<file path="config.mk">
export PLATFORM = sky130hd
export DESIGN_NAME = color_event_tracker
export DESIGN_NICKNAME = d
export VERILOG_FILES = /design/src/rtl/color_event_tracker.sv
export SDC_FILE = /design/constraint.sdc
export NUM_CORES = 1
export LEC_CHECK = 0
export CAP_MARGIN = 20
export CORE_ASPECT_RATIO = 0.75
export CORE_MARGIN = 3
export CORE_UTILIZATION = 60
export CTS_BUF_LIST = sky130_fd_sc_hd__clkbuf_4
export DETAILED_ROUTE_END_ITERATION = 6
export PLACE_DENSITY = 0.87
export SKIP_LAST_GASP = 1
export SLEW_MARGIN = 5
export SYNTH_ARGS = -nofsm -noshare
export SYNTH_HDL_FRONTEND = slang
export SYNTH_SLANG_ARGS = --single-unit
</file>
<file path="constraint.sdc">
create_clock -name clk_1MHz -period 3.4 [get_ports clk_1MHz]
set_input_delay 0.68 -clock clk_1MHz [delete_from_list [all_inputs] [get_ports clk_1MHz]]
set_output_delay 0.68 -clock clk_1MHz [all_outputs]
set_load 0.05 [all_outputs]
</file>
<file path="src/rtl/color_event_tracker.sv">
// color_event_tracker: synchronizes and debounces the detector color code, numbers node events,
// queues them in a FWFT FIFO and, when COLOR_EVT_LED_EN is defined, drives a timed RGB indicator.
module color_event_tracker #(
    parameter int STABLE_CYCLES   = 4000,
    parameter int LED_HOLD_CYCLES = 1000000,
    parameter int FIFO_DEPTH      = 4,
    parameter int NODE_W          = 5
) (
    input  logic              clk_1MHz,
    input  logic              reset,
    input  logic              en,
    input  logic [1:0]        color,
    input  logic              evt_ready,
    output logic              evt_valid,
    output logic [1:0]        evt_color,
    output logic [NODE_W-1:0] evt_node,
    output logic [2:0]        led_rgb,
    output logic              led_busy,
    output logic              overflow
);

    localparam int CNT_W   = $clog2(STABLE_CYCLES);
    localparam int PTR_W   = (FIFO_DEPTH > 1) ? $clog2(FIFO_DEPTH) : 1;
    localparam int FILL_W  = $clog2(FIFO_DEPTH + 1);
    localparam int ENTRY_W = 2 + NODE_W;

    generate
        if (STABLE_CYCLES < 2 || LED_HOLD_CYCLES < 1 || FIFO_DEPTH < 1 ||
            (FIFO_DEPTH & (FIFO_DEPTH - 1)) != 0 || NODE_W < 1) begin : gBadParams
            $error("color_event_tracker: illegal parameter set");
        end
    endgenerate

    logic [1:0] colorMeta_q, colorSync_q;
    logic       enMeta_q, enSync_q;

    always_ff @(posedge clk_1MHz or posedge reset) begin
        if (reset) begin
            colorMeta_q <= 2'd0;
            colorSync_q <= 2'd0;
            enMeta_q    <= 1'b0;
            enSync_q    <= 1'b0;
        end else begin
            colorMeta_q <= color;
            colorSync_q <= colorMeta_q;
            enMeta_q    <= en;
            enSync_q    <= enMeta_q;
        end
    end

    logic [1:0]        cand_q, cand_d;
    logic [CNT_W-1:0]  cnt_q, cnt_d;
    logic [1:0]        stable_q, stable_d;
    logic [1:0]        last_q, last_d;
    logic [NODE_W-1:0] node_q, node_d;
    logic              evtFire;

    always_comb begin
        cand_d   = cand_q;
        cnt_d    = cnt_q;
        stable_d = stable_q;
        if (colorSync_q != cand_q) begin
            cand_d = colorSync_q;
            cnt_d  = '0;
        end else if (cnt_q < CNT_W'(STABLE_CYCLES - 1)) begin
            cnt_d = cnt_q + 1'b1;
        end else begin
            stable_d = cand_q;
        end
    end

    // The event looks at the filter's next value so it fires on the same edge stable updates;
    // a return to "none" leaves last alone, so red->none->red reports red only once.
    always_comb begin
        evtFire = enSync_q && (stable_d != 2'd0) && (stable_d != last_q);
        last_d  = last_q;
        if (!enSync_q) begin
            last_d = 2'd0;
        end else if (evtFire) begin
            last_d = stable_d;
        end
        node_d = evtFire ? node_q + 1'b1 : node_q;
    end

    always_ff @(posedge clk_1MHz or posedge reset) begin
        if (reset) begin
            cand_q   <= 2'd0;
            cnt_q    <= '0;
            stable_q <= 2'd0;
            last_q   <= 2'd0;
            node_q   <= '0;
        end else begin
            cand_q   <= cand_d;
            cnt_q    <= cnt_d;
            stable_q <= stable_d;
            last_q   <= last_d;
            node_q   <= node_d;
        end
    end

    logic [ENTRY_W-1:0] mem_q [FIFO_DEPTH];
    logic [PTR_W-1:0]   rdPtr_q, rdPtr_d, wrPtr_q, wrPtr_d;
    logic [FILL_W-1:0]  fill_q, fill_d;
    logic               overflow_q, overflow_d;
    logic               fifoFull, doPop, doPush;
    logic [ENTRY_W-1:0] headEntry;

    function automatic logic [PTR_W-1:0] nextPtr(input logic [PTR_W-1:0] p);
        return (p == PTR_W'(FIFO_DEPTH - 1)) ? '0 : p + 1'b1;
    endfunction

    assign fifoFull  = (fill_q == FILL_W'(FIFO_DEPTH));
    assign evt_valid = (fill_q != '0);
    assign doPop     = evt_valid && evt_ready;
    // A pop in the same cycle frees the slot, so a full FIFO still accepts the event.
    assign doPush    = evtFire && (!fifoFull || doPop);

    always_comb begin
        rdPtr_d    = rdPtr_q;
        wrPtr_d    = wrPtr_q;
        fill_d     = fill_q;
        overflow_d = overflow_q || (evtFire && fifoFull && !doPop);
        if (doPush) begin
            wrPtr_d = nextPtr(wrPtr_q);
        end
        if (doPop) begin
            rdPtr_d = nextPtr(rdPtr_q);
        end
        unique case ({doPush, doPop})
            2'b10:   fill_d = fill_q + 1'b1;
            2'b01:   fill_d = fill_q - 1'b1;
            default: fill_d = fill_q;
        endcase
    end

    always_ff @(posedge clk_1MHz or posedge reset) begin
        if (reset) begin
            rdPtr_q    <= '0;
            wrPtr_q    <= '0;
            fill_q     <= '0;
            overflow_q <= 1'b0;
        end else begin
            rdPtr_q    <= rdPtr_d;
            wrPtr_q    <= wrPtr_d;
            fill_q     <= fill_d;
            overflow_q <= overflow_d;
        end
    end

    always_ff @(posedge clk_1MHz) begin
        if (doPush) begin
            mem_q[wrPtr_q] <= {stable_d, node_q};
        end
    end

    assign headEntry = mem_q[rdPtr_q];
    assign evt_color = evt_valid ? headEntry[ENTRY_W-1 -: 2] : 2'd0;
    assign evt_node  = evt_valid ? headEntry[NODE_W-1:0] : '0;
    assign overflow  = overflow_q;

`ifdef COLOR_EVT_LED_EN
    localparam int TMR_W = (LED_HOLD_CYCLES > 1) ? $clog2(LED_HOLD_CYCLES) : 1;

    typedef enum logic {
        LED_IDLE,
        LED_HOLD
    } ledState_e;

    ledState_e        ledState_q, ledState_d;
    logic [TMR_W-1:0] ledTimer_q, ledTimer_d;
    logic [1:0]       ledColor_q, ledColor_d;

    always_ff @(posedge clk_1MHz or posedge reset) begin
        if (reset) begin
            ledState_q <= LED_IDLE;
            ledTimer_q <= '0;
            ledColor_q <= 2'd0;
        end else begin
            ledState_q <= ledState_d;
            ledTimer_q <= ledTimer_d;
            ledColor_q <= ledColor_d;
        end
    end

    // A new event always wins, restarting the hold with its own color.
    always_comb begin
        ledState_d = ledState_q;
        ledTimer_d = ledTimer_q;
        ledColor_d = ledColor_q;
        if (evtFire) begin
            ledState_d = LED_HOLD;
            ledTimer_d = TMR_W'(LED_HOLD_CYCLES - 1);
            ledColor_d = stable_d;
        end else if (ledState_q == LED_HOLD) begin
            if (ledTimer_q == '0) begin
                ledState_d = LED_IDLE;
            end else begin
                ledTimer_d = ledTimer_q - 1'b1;
            end
        end
    end

    always_comb begin
        led_rgb  = 3'b000;
        led_busy = 1'b0;
        if (ledState_q == LED_HOLD) begin
            led_busy = 1'b1;
            case (ledColor_q)
                2'd1:    led_rgb = 3'b100;
                2'd2:    led_rgb = 3'b010;
                2'd3:    led_rgb = 3'b001;
                default: led_rgb = 3'b000;
            endcase
        end
    end
`else
    assign led_rgb  = 3'b000;
    assign led_busy = 1'b0;
`endif

endmodule
</file>
# Word level (Yosys, flattened, before mapping)
# Memories as Yosys holds them, arrays and structs flattened.
# Cells that the tools add are included.
word_totals:
  regBits: 37
  latchBits: 0
  ramBits: 28
  romBits: 0
  out_inout_bits: 13
  elab_cells: 56
  memories: 1
op_classes:
  addsub: 6
  mul: 0
  n_div: 0
  order_cmp: 1
  eq_ne: 8
  shift: 0
  n_mux: 13
  bitwise: 0
  reduce_logical: 14
mem_list:
  columns: ["name", "words", "width", "rd", "rd_ports_with_merged_regs", "write_ports", "line", "rtl"]
  rows:
  - ["mem_q", 4, 7, 1, 0, 1, "101", "logic [ENTRY_W-1:0] mem_q [FIFO_DEPTH];"]
op_table:
  columns: ["operator", "n"]
  rows:
  - ["2-to-1 mux 12 bit", 2]
  - ["2-to-1 mux 2 bit", 7]
  - ["adder 12 x 1 -> 12 bit, second input constant", 1]
  - ["< comparator 12 bit, second input constant", 1]
  - ["equality test 2 bit, second input constant", 3]
  - ["logical AND 1 bit", 6]
  - ["case mux 3 bit (2 select lines)", 1]
  - ["nonzero test 2 bit", 3]
  - ["adder 5 x 1 -> 5 bit, second input constant", 1]
  - ["2-to-1 mux 5 bit", 1]
  - ["adder 2 x 1 -> 2 bit, second input constant", 2]
  - ["!= test 2 bit", 2]
  - ["adder 3 x 1 -> 3 bit, second input constant", 1]
  - ["equality test 3 bit, second input constant", 1]
  - ["nonzero test 3 bit", 1]
  - ["subtractor 3 x 1 -> 3 bit, second input constant", 1]
  - ["equality test 2 x 1 -> 1 bit, second input constant", 1]
  - ["logical NOT 1 bit", 2]
  - ["logical OR 1 bit", 2]
  - ["2-to-1 mux 1 bit", 2]
  - ["!= test 2 x 1 -> 1 bit, second input constant", 1]

# Depth between registers and ports, before layout
# Gate-level depths: netlist (run 1).
logic_depth:
  ltp_word: 9
  depth_mapped: 12
  ltp_nobuf: 12

# Worst setup path after synthesis (run 1)
# Ideal clock, no wire load.
synth_timing:
  kind: "reg-to-reg"
  from: "reg cnt_q[0]"
  to: "reg fill_q[2]"
  setup_ns: 0.079
  arrival_ns: 2.746
  path_slack_ns: 0.575
  path_stages_with_launch: 13
  n_path_buf: 0
  path_cell_list: "dfrtp_1 -> ha_1 -> nand4_4 -> a211o_2 -> o21ai_1 -> a32oi_2 -> o211ai_4 -> ha_1 -> inv_1 -> fa_1 -> xor2_1 -> nor2_1 -> xor2_1"
synth_via:
  elab_chain_len: 9
  elab_cells_between_ends: 12
synth_lines:
  columns: ["element", "line", "rtl"]
  rows:
  - ["from (decl)", "52", "logic [CNT_W-1:0] cnt_q, cnt_d;"]
  - ["from (signal assigned)", "94", "cnt_q <= cnt_d;"]
  - ["< comparator 12 bit (*)", "65", "end else if (cnt_q < CNT_W'(STABLE_CYCLES - 1)) begin"]
  - ["2-to-1 mux 2 bit (*)", "65", null]
  - ["2-to-1 mux 2 bit (*)", "62", "if (colorSync_q != cand_q) begin"]
  - ["nonzero test 2 bit", "75", "evtFire = enSync_q && (stable_d != 2'd0) && (stable_d != last_q);"]
  - ["logical AND 1 bit", "75", null]
  - ["logical AND 1 bit (*)", "75", null]
  - ["logical AND 1 bit (*)", "116", "assign doPush = evtFire && (!fifoFull || doPop);"]
  - ["equality test 2 x 1 -> 1 bit / equality test 2 bit (equally long branches)", "129", "unique case ({doPush, doPop})"]
  - ["case mux 3 bit (2 select lines) / nonzero test 2 bit (equally long branches)", null, null]
  - ["to (signal assigned)", "145", "fill_q <= fill_d;"]
  - ["to (decl)", "103", "logic [FILL_W-1:0] fill_q, fill_d;"]
# Every way passes the cells marked *; elsewhere a longest branch is shown, timed or not.
# A chain may end at the register's enable or synchronous reset.

# Worst setup path after layout (run 1)
layout_timing:
  from: "reg rdPtr_q[0]"
  to: "out evt_node[2]"
layout_via:
  elab_chain_len: 2
layout_lines:
  columns: ["element", "line", "rtl"]
  rows:
  - ["from (decl)", "102", "logic [PTR_W-1:0] rdPtr_q, rdPtr_d, wrPtr_q, wrPtr_d;"]
  - ["from (signal assigned)", "143", "rdPtr_q <= rdPtr_d;"]
  - ["memory (4 x 7 bit)", null, null]
  - ["2-to-1 mux 5 bit", "158", "assign evt_node = evt_valid ? headEntry[NODE_W-1:0] : '0;"]
  - ["to (decl)", "16", "output logic [NODE_W-1:0] evt_node,"]
# Every way passes these cells.

==> results by group, run 1 <==
STA
  – Final setup violation count: 0
  – Final WS setup: 0.184 ns
  – Max Slew Vio Count: 0
  – Fmax: 0.311 GHz
  – Worst Skew: 0.0129 ns
  – Final Cycle Share: 94.6%
  – Hold_ws: 0.359 ns
  – Relative slew slack: 44.8%
  – Final Hold Viols: 0
  – Final Critical Period: 3.22 ns
  – Slew of the pin with the lowest slew margin: 0.820 ns
  – RSZ-0062 raised after global routing: no
  – Final TNS setup: 0 ns

Worst setup path
  – Crit end category: output port
  – Worst r2r src: cnt_q[0]
  – Crit path cell chain: mux4_2 -> and2_1 -> clkdlybuf4s50_1
  – Reg2Reg Capture Point: fill_q[2]
  – Slowest Stage Delay on Critical Path: 0.70 ns
  – WP data arrival: 2.54 ns
  – Critical Path RT: 2.72 ns
  – Slowest cell on crit path: dfrtp_1
  – Crit Path Max Fanout: 10
  – R2R cell count: 12
  – Worst reg2reg setup slack: 0.31 ns
  – Crit path kind: reg -> out
  – Startpoint Class: flop

Logic synthesis
  – Seq/Total Area, Yosys: 60.5%
  – Synth Area in Simple Gates: 11.9%
  – Synth Instances: 213
  – Number of distinct library cells after synthesis: 47
  – Syn. warnings: 0
  – Largest family of logic cells by synthesized area: simple AND/OR/NAND/NOR gates
  – Primary FF master, synth: dfrtp_1
  – Synth Area in Compound Gates: 6.73%
  – Post-Syn Area: 0.00292 mm2
  – #FFs+latches synth: 65
  – Syn avg cell area: 13.7 um2
  – Ys async rst share: 56.9%
  – Adder-Cell Fraction of Synth Area: 4.11%
  – Post-synth EDFFs: 28
  – Multiplexer area fraction after synthesis: 7.54%
  – Synth Area in XOR/XNOR: 5.40%

Place
  – Placed cell count: 283
  – Detail Placement HPWL: 3.37 mm
  – RePlAce Congestion: 0.817
  – Buffers on Ports: 14
  – Post-placement setup slack: 0.224 ns

Clocking
  – CTS H-tree lvls: 3
  – Clock Latency Late Sink: 0.40 ns
  – Postcts setup bufs: 0
  – Clock transition at path regs: 0.10 ns
  – Post-CTS Hold Fix Bufs: 0
  – Root buffer selected by CTS: clkbuf_4
  – Maximum buffer depth of the clock tree: 2
  – Post-CTS resize count: 0
  – CTS buffer count: 9
  – Clock sinks: 65
  – CTS tree: yes

Worst hold path
  – Hold Path Cell Cnt: 0
  – Worst-case hold path end point: colorSync_q[0]
  – Worst Min Path Start: colorMeta_q[0]
  – Hold Path Class: reg -> reg

Global route
  – Vias in the first global route: 1523
  – Initial antenna violation count: 0
  – Grt total ovfl: 0
  – GRT Resource Usage Total: 18.5%
  – First-pass GRT wire length: 7.60 mm
  – Pin count of the biggest net entering global routing: 38

Die
  – Core Area: 0.00457 mm2
  – Core Rows: 21
  – Ports: 19
  – Die area: 0.00575 mm2
  – Die height: 66.4 um
  – Initial Utilization: 63.9%
  – DIE WIDTH: 86.6 um

Route
  – Final WL: 4.62 mm
  – WL/cell: 15.5 um
  – Vias: 1646
  – Initial drt markers: 99
  – Pre-antenna DRT Iters: 4
  – DRC violations left: 0
  – Routed Antenna Nets: 0
  – Vias per Instance: 5.51

Final layout
  – Fillers: 306
  – Layout Cells excl Fill: 299
  – Layout cell share with drive strength beyond 1: 18.6%
  – Diode count: 0
  – NumNets Final: 252
  – Area Growth Syn to Fin: 12.0%
  – Multi-input logic area: 0.00106 mm2
  – Sequential cell area: 0.00177 mm2

Power
  – Static leakage: 1.38 nW
  – Max IR drop VDD: 0.000339 V
  – Power Dens Cells: 499 mW/mm2

Run
  – Max Cap Viol: 0

Outcome
  – Status: finished clean
==> power breakdown <==
part | leakage [nW] | total, mW | internal (mW) | switching (mW)
combinational | 0.495 | 0.222 | 0.109 | 0.113
clock | 0.0698 | 0.487 | 0.227 | 0.259
sequential | 0.812 | 0.923 | 0.852 | 0.0717
==> layout by cell type (no fill, tap or decap), drive strengths merged, types with 7 or more instances in the layout <==
master and instances:
and2 10, clkbuf 10, nor2 22, dfrtp 37, clkdlybuf4s50 14, mux4 7
inv 15, xnor2 11, ha 8, o21ai 7, edfxtp 28, xor2 7
nand2 12
==> Yosys cell counts, types with 2 or more instances <==
cell type  number  area (um2)
and2_1          9        56.3
mux2_4          2        30.0
dfrtp_1        37         926
nand4b_1        2        17.5
edfxtp_1       28         841
ha_1            8         100
o21ai_2         2        17.5
nor3_1          2        10.0
nand2_1        12        45.0
mux4_2          7         158
nor2_1         21        78.8
clkbuf_1        6        22.5
o21ai_0         2        10.0
buf_4           4        30.0
nand3_1         5        25.0
xnor2_1        11        96.3
and4_1          2        17.5
xor2_1          7        61.3
a32oi_2         2        32.5
a21boi_0        2        15.0
o21ai_1         2        10.0
inv_1          15        56.3
==> sequential cells by signal (all words and copies together), names as in the netlist, 2 cells and up <==
signal,count
rdPtr_q,2
last_q,2
cnt_q,12
mem_q,28
fill_q,3
colorSync_q,2
node_q,5
wrPtr_q,2
cand_q,2
stable_q,2
colorMeta_q,2
==> cells by family after synthesis <==
group	count (synthesis)
buffers and inverters	25
AOI/OAI and AO/OA	20
and+or+nand+nor	63
muxes	12
other	1
xor gates and xnor gates	18
DFF	65
adders and majority gates	9
==> per-stage QoR <==
step | power [mW] | util (%) | instance area [um2]
after global placement | 1.15 | 68.6 | 3140
final | 1.63 | 71.5 | 3270
after floorplan | 1.11 | - | 2930
after detailed placement | 1.17 | 68.6 | 3140
after global routing | 1.71 | 71.5 | 3270
after CTS | 1.65 | 71.5 | 3270
==> layer usage <==
layer,GRT usage (%),vias up,routed length [um]
li1,-,788,-
met1,26.9,799,2160
met2,25.2,51,2110
met3,7.10,8,269
met4,7.20,0,82
met5,0,-,0
==> critical path, delay by kind of cell (launching register included) <==
family / cells / cell delay (ns)
AND/OR/NAND/NOR: 1 / 0.17
buffers and inverters: 1 / 0.69
multiplexers: 1 / 0.58
flip-flops: 1 / 0.70
==> cell type report <==
| type | count | share of cell area [%] |
|---|---|---|
| Clock buffer | 10 | 2.30 |
| Multi-Input combinational cell | 126 | 32.3 |
| Inverter | 15 | 1.72 |
| Timing Repair Buffer | 20 | 5.66 |
| Tap cell | 57 | 2.18 |
| Sequential cell | 65 | 54.0 |
| Clock inverter | 6 | 1.80 |
==> how the worst max path moves through the flow <==
stage | startpoint | endpoint | cells past startpoint
floorplan | cnt_q[0] | fill_q[2] | 12
global placement | evt_ready | fill_q[2] | 9
detailed placement | evt_ready | fill_q[2] | 9
CTS | rdPtr_q[0] | evt_color[0] | 3
global route | rdPtr_q[0] | evt_node[1] | 3
finish | rdPtr_q[0] | evt_node[2] | 3
(Power assumes the default switching activity.)
==> run 2: changes to the inputs <==
--- a/config.mk
+++ b/config.mk
@@ -6,14 +6,13 @@
 export NUM_CORES = 1
 export LEC_CHECK = 0
 export CAP_MARGIN = 20
-export CORE_ASPECT_RATIO = 0.75
 export CORE_MARGIN = 3
-export CORE_UTILIZATION = 60
+export CORE_UTILIZATION = 33
 export CTS_BUF_LIST = sky130_fd_sc_hd__clkbuf_4
 export DETAILED_ROUTE_END_ITERATION = 6
-export PLACE_DENSITY = 0.87
+export PLACE_DENSITY = 0.56
 export SKIP_LAST_GASP = 1
-export SLEW_MARGIN = 5
+export SLEW_MARGIN = 15
 export SYNTH_ARGS = -nofsm -noshare
 export SYNTH_HDL_FRONTEND = slang
 export SYNTH_SLANG_ARGS = --single-unit
==> results by group, run 2 (synthesis gave the netlist of run 1 again) <==
Final layout
  – Fillers: 821 (+170%)
  – Commonest non-fill, non-tap cell in the layout: dfrtp_1
  – Largest registers: mem_q (28), cnt_q (12), node_q (5)
  – Largest register FFs: 28 (unchanged)
  – NumNets Final: 252 (unchanged)
  – Commonest cells after routing, fill and taps aside: 37 x dfrtp_1, 28 x edfxtp_1, 21 x nor2_1
  – Layout Cells excl Fill: 347 (+16%)
  – Final core occ: 39.5% (-32 points)
  – Post-route cell area: 0.00333 mm2 (+1.9%)
  – Register with the most flip-flops: mem_q
  – Diode count: 0 (unchanged)
  – Layout cell share with drive strength beyond 1: 18.6% (unchanged)
  – Multi-input logic area: 0.00106 mm2 (unchanged)
  – Sequential cell area: 0.00177 mm2 (unchanged)
  – Area Growth Syn to Fin: 14.1%

Route
  – Routed Antenna Nets: 0 (unchanged)
  – DRC violations left: 0 (unchanged)
  – Vias: 1579 (-4.1%)
  – WL/cell: 13.2 um (-15%)
  – Final WL: 4.58 mm (-0.84%)
  – Pre-antenna DRT Iters: 4 (unchanged)
  – Initial drt markers: 54 (-45%)
  – Vias per Instance: 4.55 (-17%)

Clocking
  – CTS tree: yes
  – Clock sinks: 65 (unchanged)
  – Post-CTS resize count: 0 (unchanged)
  – Root buffer selected by CTS: clkbuf_4
  – CTS H-tree lvls: 3 (unchanged)
  – Clock transition at path regs: 0.11 ns (about the same)
  – CTS buffer count: 9 (unchanged)
  – Post-CTS Hold Fix Bufs: 0 (unchanged)
  – Postcts setup bufs: 0 (unchanged)
  – Clock Latency Late Sink: 0.40 ns (about the same)
  – Maximum buffer depth of the clock tree: 2 (unchanged)

Worst hold path
  – Worst Min Path Start: colorMeta_q[1]
  – Hold Path Class: reg -> reg
  – Worst-case hold path end point: colorSync_q[1]
  – Hold Path Cell Cnt: 0 (unchanged)

Worst setup path
  – Crit path kind: reg -> out
  – Slowest cell on crit path: dfrtp_1
  – Startpoint Class: flop
  – Crit Path Max Fanout: 10 (unchanged)
  – Reg2Reg Capture Point: fill_q[2]
  – Critical Path RT: 2.72 ns (about the same)
  – Worst reg2reg setup slack: 0.38 ns (+0.07 ns)
  – R2R cell count: 12 (unchanged)
  – CP bufs+invs: 1 (unchanged)
  – CP top delay family: flip-flops
  – Worst r2r src: cnt_q[0]
  – WP data arrival: 2.53 ns (about the same)
  – Crit end category: output port
  – Crit path cell chain: mux4_2 -> and2_1 -> clkdlybuf4s50_1
  – Slowest Stage Delay on Critical Path: 0.69 ns (about the same)

STA
  – RSZ-0062 raised after global routing: no
  – Final TNS setup: 0 ns (unchanged)
  – Slew of the pin with the lowest slew margin: 0.744 ns (-0.0759 ns)
  – Final setup violation count: 0 (unchanged)
  – Relative slew slack: 49.9% (+5.1 points)
  – Hold_ws: 0.359 ns (-0.000131 ns)
  – Final Cycle Share: 94.4% (-0.24 points)
  – Fmax: 0.312 GHz (+0.25%)
  – Final Critical Period: 3.21 ns (-0.00815 ns)
  – Worst Skew: 0.0202 ns (+0.00732 ns)
  – Final Hold Viols: 0 (unchanged)
  – Final WS setup: 0.192 ns (+0.00815 ns)
  – Max Slew Vio Count: 0 (unchanged)

Power
  – Clock power share: 30.3% (+0.5 points)
  – Power Dens Cells: 489 mW/mm2 (-2.0%)
  – Switching power: 441 uW (-0.70%)
  – Switching Share: 27.1% (-0.14 points)
  – Logic pwr share: 13.1% (-0.5 points)
  – Power Internal: 1.19 mW (about the same)
  – Max IR drop VDD: 0.000275 V (-19%)
  – Design Power: 1.63 mW (-0.20%)
  – Sequential share of power: 56.6% (about the same)
  – Static leakage: 1.38 nW (+0.29%)

Die
  – Core Area: 0.00842 mm2 (+84%)
  – Core Rows: 33 (+57%)
  – DIE WIDTH: 100 um (+16%)
  – Die height: 100 um (+51%)
  – Initial Utilization: 34.7% (-29 points)
  – Die area: 0.0100 mm2 (+74%)
  – Ports: 19 (unchanged)

Global route
  – Grt total ovfl: 0 (unchanged)
  – Initial antenna violation count: 0 (unchanged)
  – Pin count of the biggest net entering global routing: 38 (unchanged)
  – GRT Resource Usage Total: 10.7% (-7.9 points)
  – Vias in the first global route: 1639 (+7.6%)
  – First-pass GRT wire length: 8.05 mm (+5.8%)

Outcome
  – Status: finished clean

Place
  – Placed cell count: 331 (+17%)
  – RePlAce Congestion: 0.747 (-8.6%)
  – Post-placement setup slack: 0.271 ns (+0.0477 ns)
  – Buffers on Ports: 14 (unchanged)
  – Placed Area: 0.00320 mm2 (+1.9%)
  – Detail Placement HPWL: 3.25 mm (-3.7%)

Run
  – Max Cap Viol: 0 (unchanged)
[run 2: final cells by class]
type / count / area share (%)
tap: 105 / 3.94
inverter: 15 / 1.69
multi-input combinational: 126 / 31.7
clock inverter: 6 / 1.80
sequential: 65 / 53.0
clock buffer: 10 / 2.25
timing repair buffer: 20 / 5.56
[run 2: power by group through the flow]
stage                     logic [mW]  clock network [mW]  registers [mW]
final                          0.214               0.493           0.921
after floorplan                0.220                   0           0.890
after CTS                      0.219               0.521           0.926
after global routing           0.246               0.552           0.935
after detailed placement       0.217                   0           0.943
after global placement         0.214                   0           0.943
[run 2: worst max-delay path by stage]
| stage | from | endpoint | slack, ns | depth (start not counted) |
|---|---|---|---|---|
| floorplan | cnt_q[0] | fill_q[2] | 0.58 | 12 |
| global placement | evt_ready | fill_q[2] | 0.30 | 9 |
| detailed placement | evt_ready | fill_q[2] | 0.27 | 9 |
| CTS | rdPtr_q[0] | evt_node[2] | 0.1 | 3 |
| global route | rdPtr_q[0] | evt_node[2] | 0.02 | 3 |
| finish | rdPtr_q[0] | evt_node[2] | 0.19 | 3 |
[run 2: metal layers]
layer | routed length, um | up-vias | global-route usage [%]
met5 | 0 | - | 0
met4 | 53 | 0 | 3.73
met3 | 165 | 5 | 4.38
met2 | 2230 | 24 | 16.9
met1 | 2140 | 767 | 13.3
li1 | - | 783 | -
